$ cat src/rtl/mod_mult_sched.sv
// -----------------------------------------------------------------------------
// mod_mult_sched
//
// Shares a single pipelined Barrett modular multiplier between NREQ
// requesters. A round-robin arbiter issues at most one operand pair per cycle.
// Each issued operation carries its requester index down a tag pipeline that
// runs in lock-step with the multiplier, so every result is steered back to
// the requester that issued it.
//
// The block also owns the multiplier configuration (K, U, Mod). The
// multiplier reads Mod late in its pipeline and does not delay it alongside
// the data. A new configuration is therefore only loaded after every
// in-flight operation has returned (RUN -> DRAIN -> CFG -> RUN).
//
// Ports
//   iClk, iRst          clock (rising edge), asynchronous active-high reset
//   iCfgValid/iCfgK/iCfgU/iCfgMod
//                       configuration offer; held until oCfgReady is seen
//   oCfgReady           configuration accepted this cycle (CFG state)
//   iFlush              abort all in-flight operations
//   iReqValid           per-requester request
//   iReqData0/1         packed operands; requester i at [i*DW +: DW]
//   oReqReady           one-hot grant (combinational)
//   oMulEn/oMulClr      multiplier enable / clear
//   oMulK/oMulU/oMulMod multiplier configuration
//   oMulData0/1         registered operands presented to the multiplier
//   iMulData            multiplier result
//   oRespValid          one-hot result strobe
//   oRespData           result
//   oBusy               operations in flight
// -----------------------------------------------------------------------------
module mod_mult_sched #(
  parameter int NREQ    = 4,
  parameter int DW      = 64,
  parameter int LATENCY = 12
) (
  input  logic                iClk,
  input  logic                iRst,
  input  logic                iCfgValid,
  input  logic [6:0]          iCfgK,
  input  logic [2*DW-1:0]     iCfgU,
  input  logic [DW-1:0]       iCfgMod,
  output logic                oCfgReady,
  input  logic                iFlush,
  input  logic [NREQ-1:0]     iReqValid,
  input  logic [NREQ*DW-1:0]  iReqData0,
  input  logic [NREQ*DW-1:0]  iReqData1,
  output logic [NREQ-1:0]     oReqReady,
  output logic                oMulEn,
  output logic                oMulClr,
  output logic [6:0]          oMulK,
  output logic [2*DW-1:0]     oMulU,
  output logic [DW-1:0]       oMulMod,
  output logic [DW-1:0]       oMulData0,
  output logic [DW-1:0]       oMulData1,
  input  logic [DW-1:0]       iMulData,
  output logic [NREQ-1:0]     oRespValid,
  output logic [DW-1:0]       oRespData,
  output logic                oBusy
);

  localparam int IW = (NREQ > 1) ? $clog2(NREQ) : 1;
  // In-flight count spans 0..LATENCY+2.
  localparam int CW = $clog2(LATENCY + 3);

  typedef enum logic [1:0] {
    IDLE  = 2'd0,
    RUN   = 2'd1,
    DRAIN = 2'd2,
    CFG   = 2'd3
  } state_t;

  state_t          state_r;
  logic [IW-1:0]   rr_ptr_r;
  logic [CW-1:0]   inflight_r;
  logic [CW-1:0]   inflight_nxt_s;

  // Tag pipeline: stage 0 is loaded on the grant edge; the last stage lines
  // up with the multiplier result on iMulData.
  logic            tag_vld_r [0:LATENCY];
  logic [IW-1:0]   tag_idx_r [0:LATENCY];

  logic [IW:0]     pick_s;
  logic            grant_vld_s;
  logic [IW-1:0]   grant_idx_s;
  logic [DW-1:0]   opa_s;
  logic [DW-1:0]   opb_s;
  logic            resp_any_s;

  // First requesting index at or after ptr, wrapping; MSB flags "found".
  function automatic logic [IW:0] rr_pick(input logic [NREQ-1:0] req,
                                          input logic [IW-1:0]   ptr);
    logic [IW:0]   res;
    logic [IW-1:0] cand;
    res = {(IW+1){1'b0}};
    for (int k = 0; k < NREQ; k++) begin
      cand = IW'((int'(ptr) + k) % NREQ);
      if (!res[IW] && req[cand]) begin
        res = {1'b1, cand};
      end
    end
    return res;
  endfunction

  function automatic logic [NREQ-1:0] onehot(input logic [IW-1:0] idx);
    logic [NREQ-1:0] res;
    res      = {NREQ{1'b0}};
    res[idx] = 1'b1;
    return res;
  endfunction

  // Round-robin arbitration; grants only in RUN and never during a flush.
  always_comb begin
    pick_s      = rr_pick(iReqValid, rr_ptr_r);
    grant_idx_s = pick_s[IW-1:0];
    if ((state_r == RUN) && !iFlush) begin
      grant_vld_s = pick_s[IW];
    end else begin
      grant_vld_s = 1'b0;
    end
  end

  assign oReqReady  = grant_vld_s ? onehot(grant_idx_s) : {NREQ{1'b0}};
  assign oMulClr    = iFlush;
  assign resp_any_s = |oRespValid;

  // Operand mux for the granted requester.
  always_comb begin
    opa_s = {DW{1'b0}};
    opb_s = {DW{1'b0}};
    for (int k = 0; k < NREQ; k++) begin
      if (grant_idx_s == IW'(k)) begin
        opa_s = iReqData0[k*DW +: DW];
        opb_s = iReqData1[k*DW +: DW];
      end else begin
        opa_s = opa_s;
        opb_s = opb_s;
      end
    end
  end

  // Next in-flight count: +1 per grant, -1 per delivered result.
  always_comb begin
    if (iFlush) begin
      inflight_nxt_s = {CW{1'b0}};
    end else begin
      case ({grant_vld_s, resp_any_s})
        2'b10:   inflight_nxt_s = inflight_r + CW'(1);
        2'b01:   inflight_nxt_s = inflight_r - CW'(1);
        default: inflight_nxt_s = inflight_r;
      endcase
    end
  end

  // Control FSM with registered enable, config handshake and config registers.
  always_ff @(posedge iClk or posedge iRst) begin
    if (iRst) begin
      state_r   <= IDLE;
      oCfgReady <= 1'b0;
      oMulEn    <= 1'b0;
      oMulK     <= 7'd0;
      oMulU     <= {(2*DW){1'b0}};
      oMulMod   <= {DW{1'b0}};
    end else begin
      case (state_r)
        IDLE: begin
          if (iCfgValid) begin
            state_r   <= CFG;
            oCfgReady <= 1'b1;
            oMulEn    <= 1'b1;
          end else begin
            state_r   <= IDLE;
            oCfgReady <= 1'b0;
            oMulEn    <= 1'b0;
          end
        end
        CFG: begin
          state_r   <= RUN;
          oCfgReady <= 1'b0;
          oMulEn    <= 1'b1;
          oMulK     <= iCfgK;
          oMulU     <= iCfgU;
          oMulMod   <= iCfgMod;
        end
        RUN: begin
          // A flush keeps RUN; a pending config still moves to DRAIN.
          state_r   <= iCfgValid ? DRAIN : RUN;
          oCfgReady <= 1'b0;
          oMulEn    <= 1'b1;
        end
        DRAIN: begin
          // A flush empties the pipeline, so the drain is already complete.
          if (iFlush || (inflight_r == {CW{1'b0}})) begin
            state_r   <= CFG;
            oCfgReady <= 1'b1;
          end else begin
            state_r   <= DRAIN;
            oCfgReady <= 1'b0;
          end
          oMulEn <= 1'b1;
        end
        default: begin
          state_r   <= IDLE;
          oCfgReady <= 1'b0;
          oMulEn    <= 1'b0;
        end
      endcase
    end
  end

  // Operand registers and round-robin pointer; both hold when nothing is granted.
  always_ff @(posedge iClk or posedge iRst) begin
    if (iRst) begin
      oMulData0 <= {DW{1'b0}};
      oMulData1 <= {DW{1'b0}};
      rr_ptr_r  <= {IW{1'b0}};
    end else if (grant_vld_s) begin
      oMulData0 <= opa_s;
      oMulData1 <= opb_s;
      if (grant_idx_s == IW'(NREQ - 1)) begin
        rr_ptr_r <= {IW{1'b0}};
      end else begin
        rr_ptr_r <= grant_idx_s + IW'(1);
      end
    end
  end

  // Tag pipeline, advancing in step with the multiplier enable.
  always_ff @(posedge iClk or posedge iRst) begin
    if (iRst) begin
      for (int k = 0; k <= LATENCY; k++) begin
        tag_vld_r[k] <= 1'b0;
        tag_idx_r[k] <= {IW{1'b0}};
      end
    end else if (iFlush) begin
      for (int k = 0; k <= LATENCY; k++) begin
        tag_vld_r[k] <= 1'b0;
      end
    end else if (oMulEn) begin
      tag_vld_r[0] <= grant_vld_s;
      tag_idx_r[0] <= grant_idx_s;
      for (int k = 1; k <= LATENCY; k++) begin
        tag_vld_r[k] <= tag_vld_r[k-1];
        tag_idx_r[k] <= tag_idx_r[k-1];
      end
    end
  end

  // Result return: capture iMulData and strobe the owning requester.
  always_ff @(posedge iClk or posedge iRst) begin
    if (iRst) begin
      oRespValid <= {NREQ{1'b0}};
      oRespData  <= {DW{1'b0}};
    end else if (iFlush) begin
      oRespValid <= {NREQ{1'b0}};
    end else if (oMulEn && tag_vld_r[LATENCY]) begin
      oRespValid <= onehot(tag_idx_r[LATENCY]);
      oRespData  <= iMulData;
    end else begin
      oRespValid <= {NREQ{1'b0}};
    end
  end

  // In-flight counter and its registered nonzero flag.
  always_ff @(posedge iClk or posedge iRst) begin
    if (iRst) begin
      inflight_r <= {CW{1'b0}};
      oBusy      <= 1'b0;
    end else begin
      inflight_r <= inflight_nxt_s;
      oBusy      <= (inflight_nxt_s != {CW{1'b0}});
    end
  end

endmodule
$ cat config.mk
export PLATFORM = sky130hd
export DESIGN_NAME = mod_mult_sched
export DESIGN_NICKNAME = d
export VERILOG_FILES = /design/src/rtl/mod_mult_sched.sv
export SDC_FILE = /design/constraint.sdc
export NUM_CORES = 1
export LEC_CHECK = 0
export BUFFER_PORTS_ARGS = -buffer_cell sky130_fd_sc_hd__buf_4
export CORE_AREA = 2 2 465 467
export DETAILED_ROUTE_END_ITERATION = 12
export DIE_AREA = 0 0 467 469
export MAX_ROUTING_LAYER = met4
export PLACE_DENSITY_LB_ADDON = 0.05
export SYNTH_ARGS = -nofsm -noshare
export SYNTH_HDL_FRONTEND = slang
export SYNTH_SLANG_ARGS = --single-unit
$ cat constraint.sdc
create_clock -name iClk -period 34.9 [get_ports iClk]
set_input_delay 8.725 -clock iClk [delete_from_list [all_inputs] [get_ports iClk]]
set_output_delay 8.725 -clock iClk [all_outputs]
set_load 0.005 [all_outputs]
==> results of run 1 <==
-- through the flow --
stage / area, µm² / setup slack, ps / utilization, % / power, mW / hold slack (ps)
after floorplan: 21200 / 13770 / - / 1.44 / 439
after global placement: 33100 / 15340 / 15.5 / 2.21 / 459
after detailed placement: 33100 / 15410 / 15.5 / 2.20 / 449
after CTS: 35500 / 15400 / 16.6 / 2.99 / 470
after global routing: 35500 / 15300 / 16.6 / 3.09 / 492
final: 35500 / 15390 / 16.6 / 2.87 / 467
-- cell families after synthesis --
| logic type | Yosys count |
|---|---|
| AO/OA/AOI/OAI | 410 |
| flip-flops | 445 |
| adder cells (fa/ha/maj) | 7 |
| multiplexers | 279 |
| AND/OR/NAND/NOR | 503 |
| buffers and inverters | 177 |
| XOR/XNOR | 4 |
-- cell usage in the layout, fill, tap and decap left out, drive strengths merged, types with 4 or more instances in the layout --
cell / instances
o21ai: 9
and2: 4
clkinv: 13
mux2: 263
nor2: 22
clkbuf: 110
ha: 7
o311ai: 129
mux2i: 16
nor2b: 257
diode: 28
nand2: 207
buf: 1210
a221oi: 128
a21oi: 5
o21a: 129
inv: 9
dfrtp: 445
-- flip-flops by register name (all words and copies together) (netlist names), 7 cells and up --
| register | count |
|---|---|
| oMulK | 7 |
| tag_vld_r | 13 |
| oRespData | 64 |
| oMulData1 | 64 |
| oMulData0 | 64 |
| oMulU | 128 |
| tag_idx_r | 26 |
| oMulMod | 64 |
-- layout make-up --
type,count,area share [%]
Clock inverter,19,0.581
Tap cell,2838,9.99
Timing Repair Buffer,1210,25.7
Antenna cell,28,0.197
Clock buffer,110,6.07
Multi-Input combinational cell,1203,26.1
Sequential cell,445,31.3
Inverter,6,0.0845
-- power by group --
group | switching (mW) | leakage, nW | internal (mW)
logic | 0.631 | 8.89 | 0.626
clock network | 0.296 | 1.17 | 0.441
registers | 0.138 | 5.34 | 0.742
total | 1.06 | 15.4 | 1.81
-- critical path, cell delays in order --
cell and delay, ps:
buf_4 130, a21boi_0 110, o21ai_0 730, ha_4 590, and2_1 300, buf_4 150
-- layer usage --
layer	track usage [%]	vias to the layer above	share of wire, %
met1	12.9	10100	37
met2	21.8	834	51
met3	5.51	125	9.8
met5	-	-	0
li1	-	8938	-
met4	3.18	0	1.9
-- worst paths after layout --
| path | end | slack (ps) | startpoint |
|---|---|---|---|
| max in group asynchronous | oMulData1[36] | 23080 | iRst |
| setup / recovery | oReqReady[2] | 15390 | iReqValid[1] |
| hold / removal | tag_idx_r[15] | 470 | tag_idx_r[17] |
| setup reg to reg | oMulData0[10] | 30170 | rr_ptr_r[1] |
| hold reg to reg | tag_idx_r[15] | 470 | tag_idx_r[17] |
| min in group asynchronous | oRespData[14] | 8170 | iRst |
==> results_dict.tcl, run 1 <==
set metrics [dict create \
    fin_worst_skew_ps 28.7 \
    clock.fmax_mhz 51.3 \
    numPortBuffers 1185 \
    overflow 0 \
    dieHeight_um 469 \
    synth-compound-area-share_pct 15.9 \
    drive_above_1_share_pct 53.2 \
    async_flop_share_pct 100 \
    yosysTopAreaCellShare_pct 52.6 \
    grt_use_total_pct 12.6 \
    synth_cell_types 40 \
    finalSetupViolCount 0 \
    critPathKind "in -> out" \
    yosys-top-cells-area "dfrtp_1 53%, mux2_2 14%, nor2b_1 7.6%" \
    instances_no_fill 5859 \
    max_slew_margin_pct 20.4 \
    fin_crit_sh_pct 55.9 \
    outcome "complete, no violations" \
    synthMuxAreaShare_pct 14.7 \
    htreeDepth 3 \
    synth_area_um2 21200 \
    tritoncts "done" \
    hold_violations 0 \
    postSynthAreaPerCell_um2 11.6 \
    grt_pass1_wl_mm 187 \
    antenna_found_initial 36 \
    dp_cells 5702 \
    cts_hold_buf 0 \
    hold_path_depth 2 \
    synth_nets 2615 \
    cts_made_buffers 72 \
    yosys_warnings 0 \
    drtIter0Drc 813 \
    io_pins 1186 \
    synthAdderAreaFrac_pct 0.413 \
    final_antenna_net_count 0 \
    synth_xor_area_share_pct 0.165 \
    root_buffer "clkbuf_16" \
    worstSkewPairLatency_ps 690 \
    post-route-min-period_ps 19510 \
    hpwlAfterDp_mm 108 \
    core_area_um2 214000 \
    synth_top_family_by_area "compound AO/OA/AOI/OAI gates" \
    synthToLayoutAreaGrowth_pct 67.7 \
    p_leak_nw 15.4 \
    die_area_um2 219000 \
    clk_pin_slew_ps 50 \
    grt_pass1_vias 21900 \
    ff_latch_area_um2 11100 \
    syn-instance-count 1825 \
    start_util_pct 9.91 \
    rows 170 \
    cts_resized 0 \
    cts_setup_buffers 0 \
    hp-class "reg -> reg" \
    synth_ff_type "dfrtp_1" \
    grt_max_degree 143 \
    p_per_area_nw_per_um2 80.8 \
    critPathMaxFanout 46 \
    drv_slew 0 \
    drv_cap 0 \
    fp.dieW_um 467 \
    ys_ff_latch 445 \
    rsz0062_at_grt "no" \
    yosysTopAreaCell "dfrtp_1" \
    fin_tns_setup_ps 0 \
    fin_nets 3728 \
    cts_sinks 445 \
    yosysMostFrequentCell "dfrtp_1" \
    critPathRequiredTime_ps 26170 \
    reg2regPathDepth 8 \
    worstSetupStartpointType "input pin" \
    drc 0 \
    cp.arrival_ps 10780 \
    viasPerCell 3.41 \
    routedWlPerCell_um 23.8 \
    fillers 24000 \
    multiInputGateArea_um2 9260 \
    gp_congestion 0.844 \
    dr.pass1.iters 5 \
    clockBufferDepth 3 \
    end_kind "output port" \
    wirelength_mm 139 \
    vias 20000 \
    max_slew.worst_pin.slew_ps 1190 \
    peakVddDrop_mv 0.0378 \
    yosysSeqAreaShare_pct 52.6 \
    synth-edff-count 0 \
    yosys.area_share.simple_pct 12.2 \
    synth.top_cells.by_count "445 x dfrtp_1, 263 x mux2_2, 257 x nor2b_1" \
]
Power figures use the tool's default switching activity.
==> run 2, diff against run 1 <==
Settings changed: CORE_AREA 2 2 465 467 to 2 2 458 460, DIE_AREA 0 0 467 469 to 0 0 460 462.
Clock period 34.9 ns to 19.4 ns, I/O delays scaled along.
==> run 2 against run 1 <==
Net effect:
- final area is 0.31% lower
- setup slack got worse by 7800 ps
- clock-buffer cell count is 3 lower
- die area fell by 3.0%
- power grew 83%
- sequential share of layout area grew 0.097 points
- first-iteration DRC count increased by 9.7%
- global-route usage rose by 1.1 points
- critical path depth up 1
- routed wire length is 5.2% higher
- flip-flop and latch count is the same
- combinational power up 82%
- largest power group unchanged
- highest routed layer unchanged
==> results_dict.tcl, run 2 (synthesized netlist as in run 1, its figures left out) <==
set metrics [dict create \
    drtIter0Drc 892 \
    grt_max_degree 148 \
    hold_violations 0 \
    start_util_pct 10.2 \
    max_slew.worst_pin.slew_ps 1160 \
    peakVddDrop_mv 0.0558 \
    ff2ff_setup_slack_ps 14890 \
    synthToLayoutAreaGrowth_pct 67.2 \
    clockBufferDepth 3 \
    hold_path_depth 2 \
    crit_start "iReqValid[1]" \
    dieHeight_um 462 \
    grt_pass1_vias 21800 \
    tritoncts "done" \
    rows 168 \
    core_area_um2 208000 \
    cts_setup_buffers 0 \
    post-route-min-period_ps 11770 \
    final_util_pct 17.0 \
    fin_crit_sh_pct 60.7 \
    dr.pass1.iters 5 \
    finalSetupViolCount 0 \
    worstSetupEndpoint "oReqReady[1]" \
    p_per_area_nw_per_um2 148 \
    clk_pin_slew_ps 50 \
    most-common-layout-cells "1209 x buf_4, 445 x dfrtp_1, 263 x mux2_2" \
    p_leak_nw 15.4 \
    grt_pass1_wl_mm 194 \
    critPathKind "in -> out" \
    r2r-end "oMulData1[38]" \
    cts_hold_buf 0 \
    critPathRequiredTime_ps 14550 \
    wirelength_mm 147 \
    numPortBuffers 1185 \
    final_antenna_net_count 0 \
    routedWlPerCell_um 25.6 \
    worstSetupStartpointType "input pin" \
    fin_tns_setup_ps 0 \
    drive_above_1_share_pct 53.3 \
    htreeDepth 3 \
    overflow 0 \
    vias 19900 \
    reg2regPathDepth 11 \
    hp-class "reg -> reg" \
    drc 0 \
    hpwlAfterDp_mm 116 \
    antenna_found_initial 48 \
    root_buffer "clkbuf_16" \
    gp_congestion 0.819 \
    cts_sinks 445 \
    io_pins 1186 \
    largest_reg_flops 128 \
    grt_use_total_pct 13.6 \
    cts_made_buffers 71 \
    worstSkewPairLatency_ps 680 \
    outcome "complete, no violations" \
    fin_nets 3728 \
    max_slew_margin_pct 22.6 \
    fin_worst_skew_ps 27.5 \
    critPathMaxFanout 43 \
    fp.dieW_um 460 \
    end_kind "output port" \
    die_area_um2 213000 \
    drv_slew 0 \
    final_common_cell "buf_4" \
    viasPerCell 3.48 \
    top_register "oMulU" \
    cts_resized 0 \
    drv_cap 0 \
    rr_startpoint "rr_ptr_r[1]" \
    cp.arrival_ps 6920 \
    rsz0062_at_grt "no" \
    clock.fmax_mhz 85.0 \
]
## run 2: metal layers
metal  track usage (%)  vias to the layer above  part of all wire [%]
li1                  -                     8899                     -
met4              3.91                        0                   1.9
met3              5.57                      166                   9.6
met2              23.6                      856                    51
met5                 -                        -                     0
met1              14.1                    10000                    37
## run 2: area by class of cell
type / count / area [µm²]
multi-input cells: 1203 / 9270
inverters: 6 / 30.0
well taps: 2720 / 3400
flip-flops and latches: 445 / 11100
clock buffers: 107 / 2150
fillers: 23300 / 173000
repair buffers: 1211 / 9120
diodes: 24 / 60.1
clock inverters: 17 / 269
## run 2: power by group
group,switching [mW],internal (mW),total [mW]
Combinational,1.17,1.12,2.29
Clock,0.526,0.832,1.36
Sequential,0.260,1.33,1.59
Total,1.95,3.29,5.24
## run 2: how the worst min path moves through the flow
| stage | endpoint | slack, ps | from |
|---|---|---|---|
| finish | tag_idx_r[17] | 460 | tag_idx_r[19] |
| global route | tag_idx_r[18] | 490 | tag_idx_r[20] |
| CTS | tag_idx_r[17] | 460 | tag_idx_r[19] |
| detailed placement | tag_idx_r[17] | 460 | tag_idx_r[19] |
| global placement | tag_idx_r[4] | 460 | tag_idx_r[6] |
| floorplan | tag_idx_r[0] | 440 | tag_idx_r[2] |
## run 2: through the flow
stage	hold slack [ps]	setup slack, ps	area (µm²)	power (mW)	instances
final	464	7630	35400	5.24	5733
after global routing	489	7470	35400	5.62	5732
after CTS	463	7570	35400	5.43	5709
after detailed placement	456	7570	33000	3.99	5585
after global placement	459	7540	33000	3.99	5585
after floorplan	439	2150	21200	2.59	1825
## run 2: critical path, stage by stage
cell	delay (ps)
buf_4	130
a21boi_0	120
o21ai_0	730
inv_1	290
ha_4	400
and2_1	230
buf_4	130
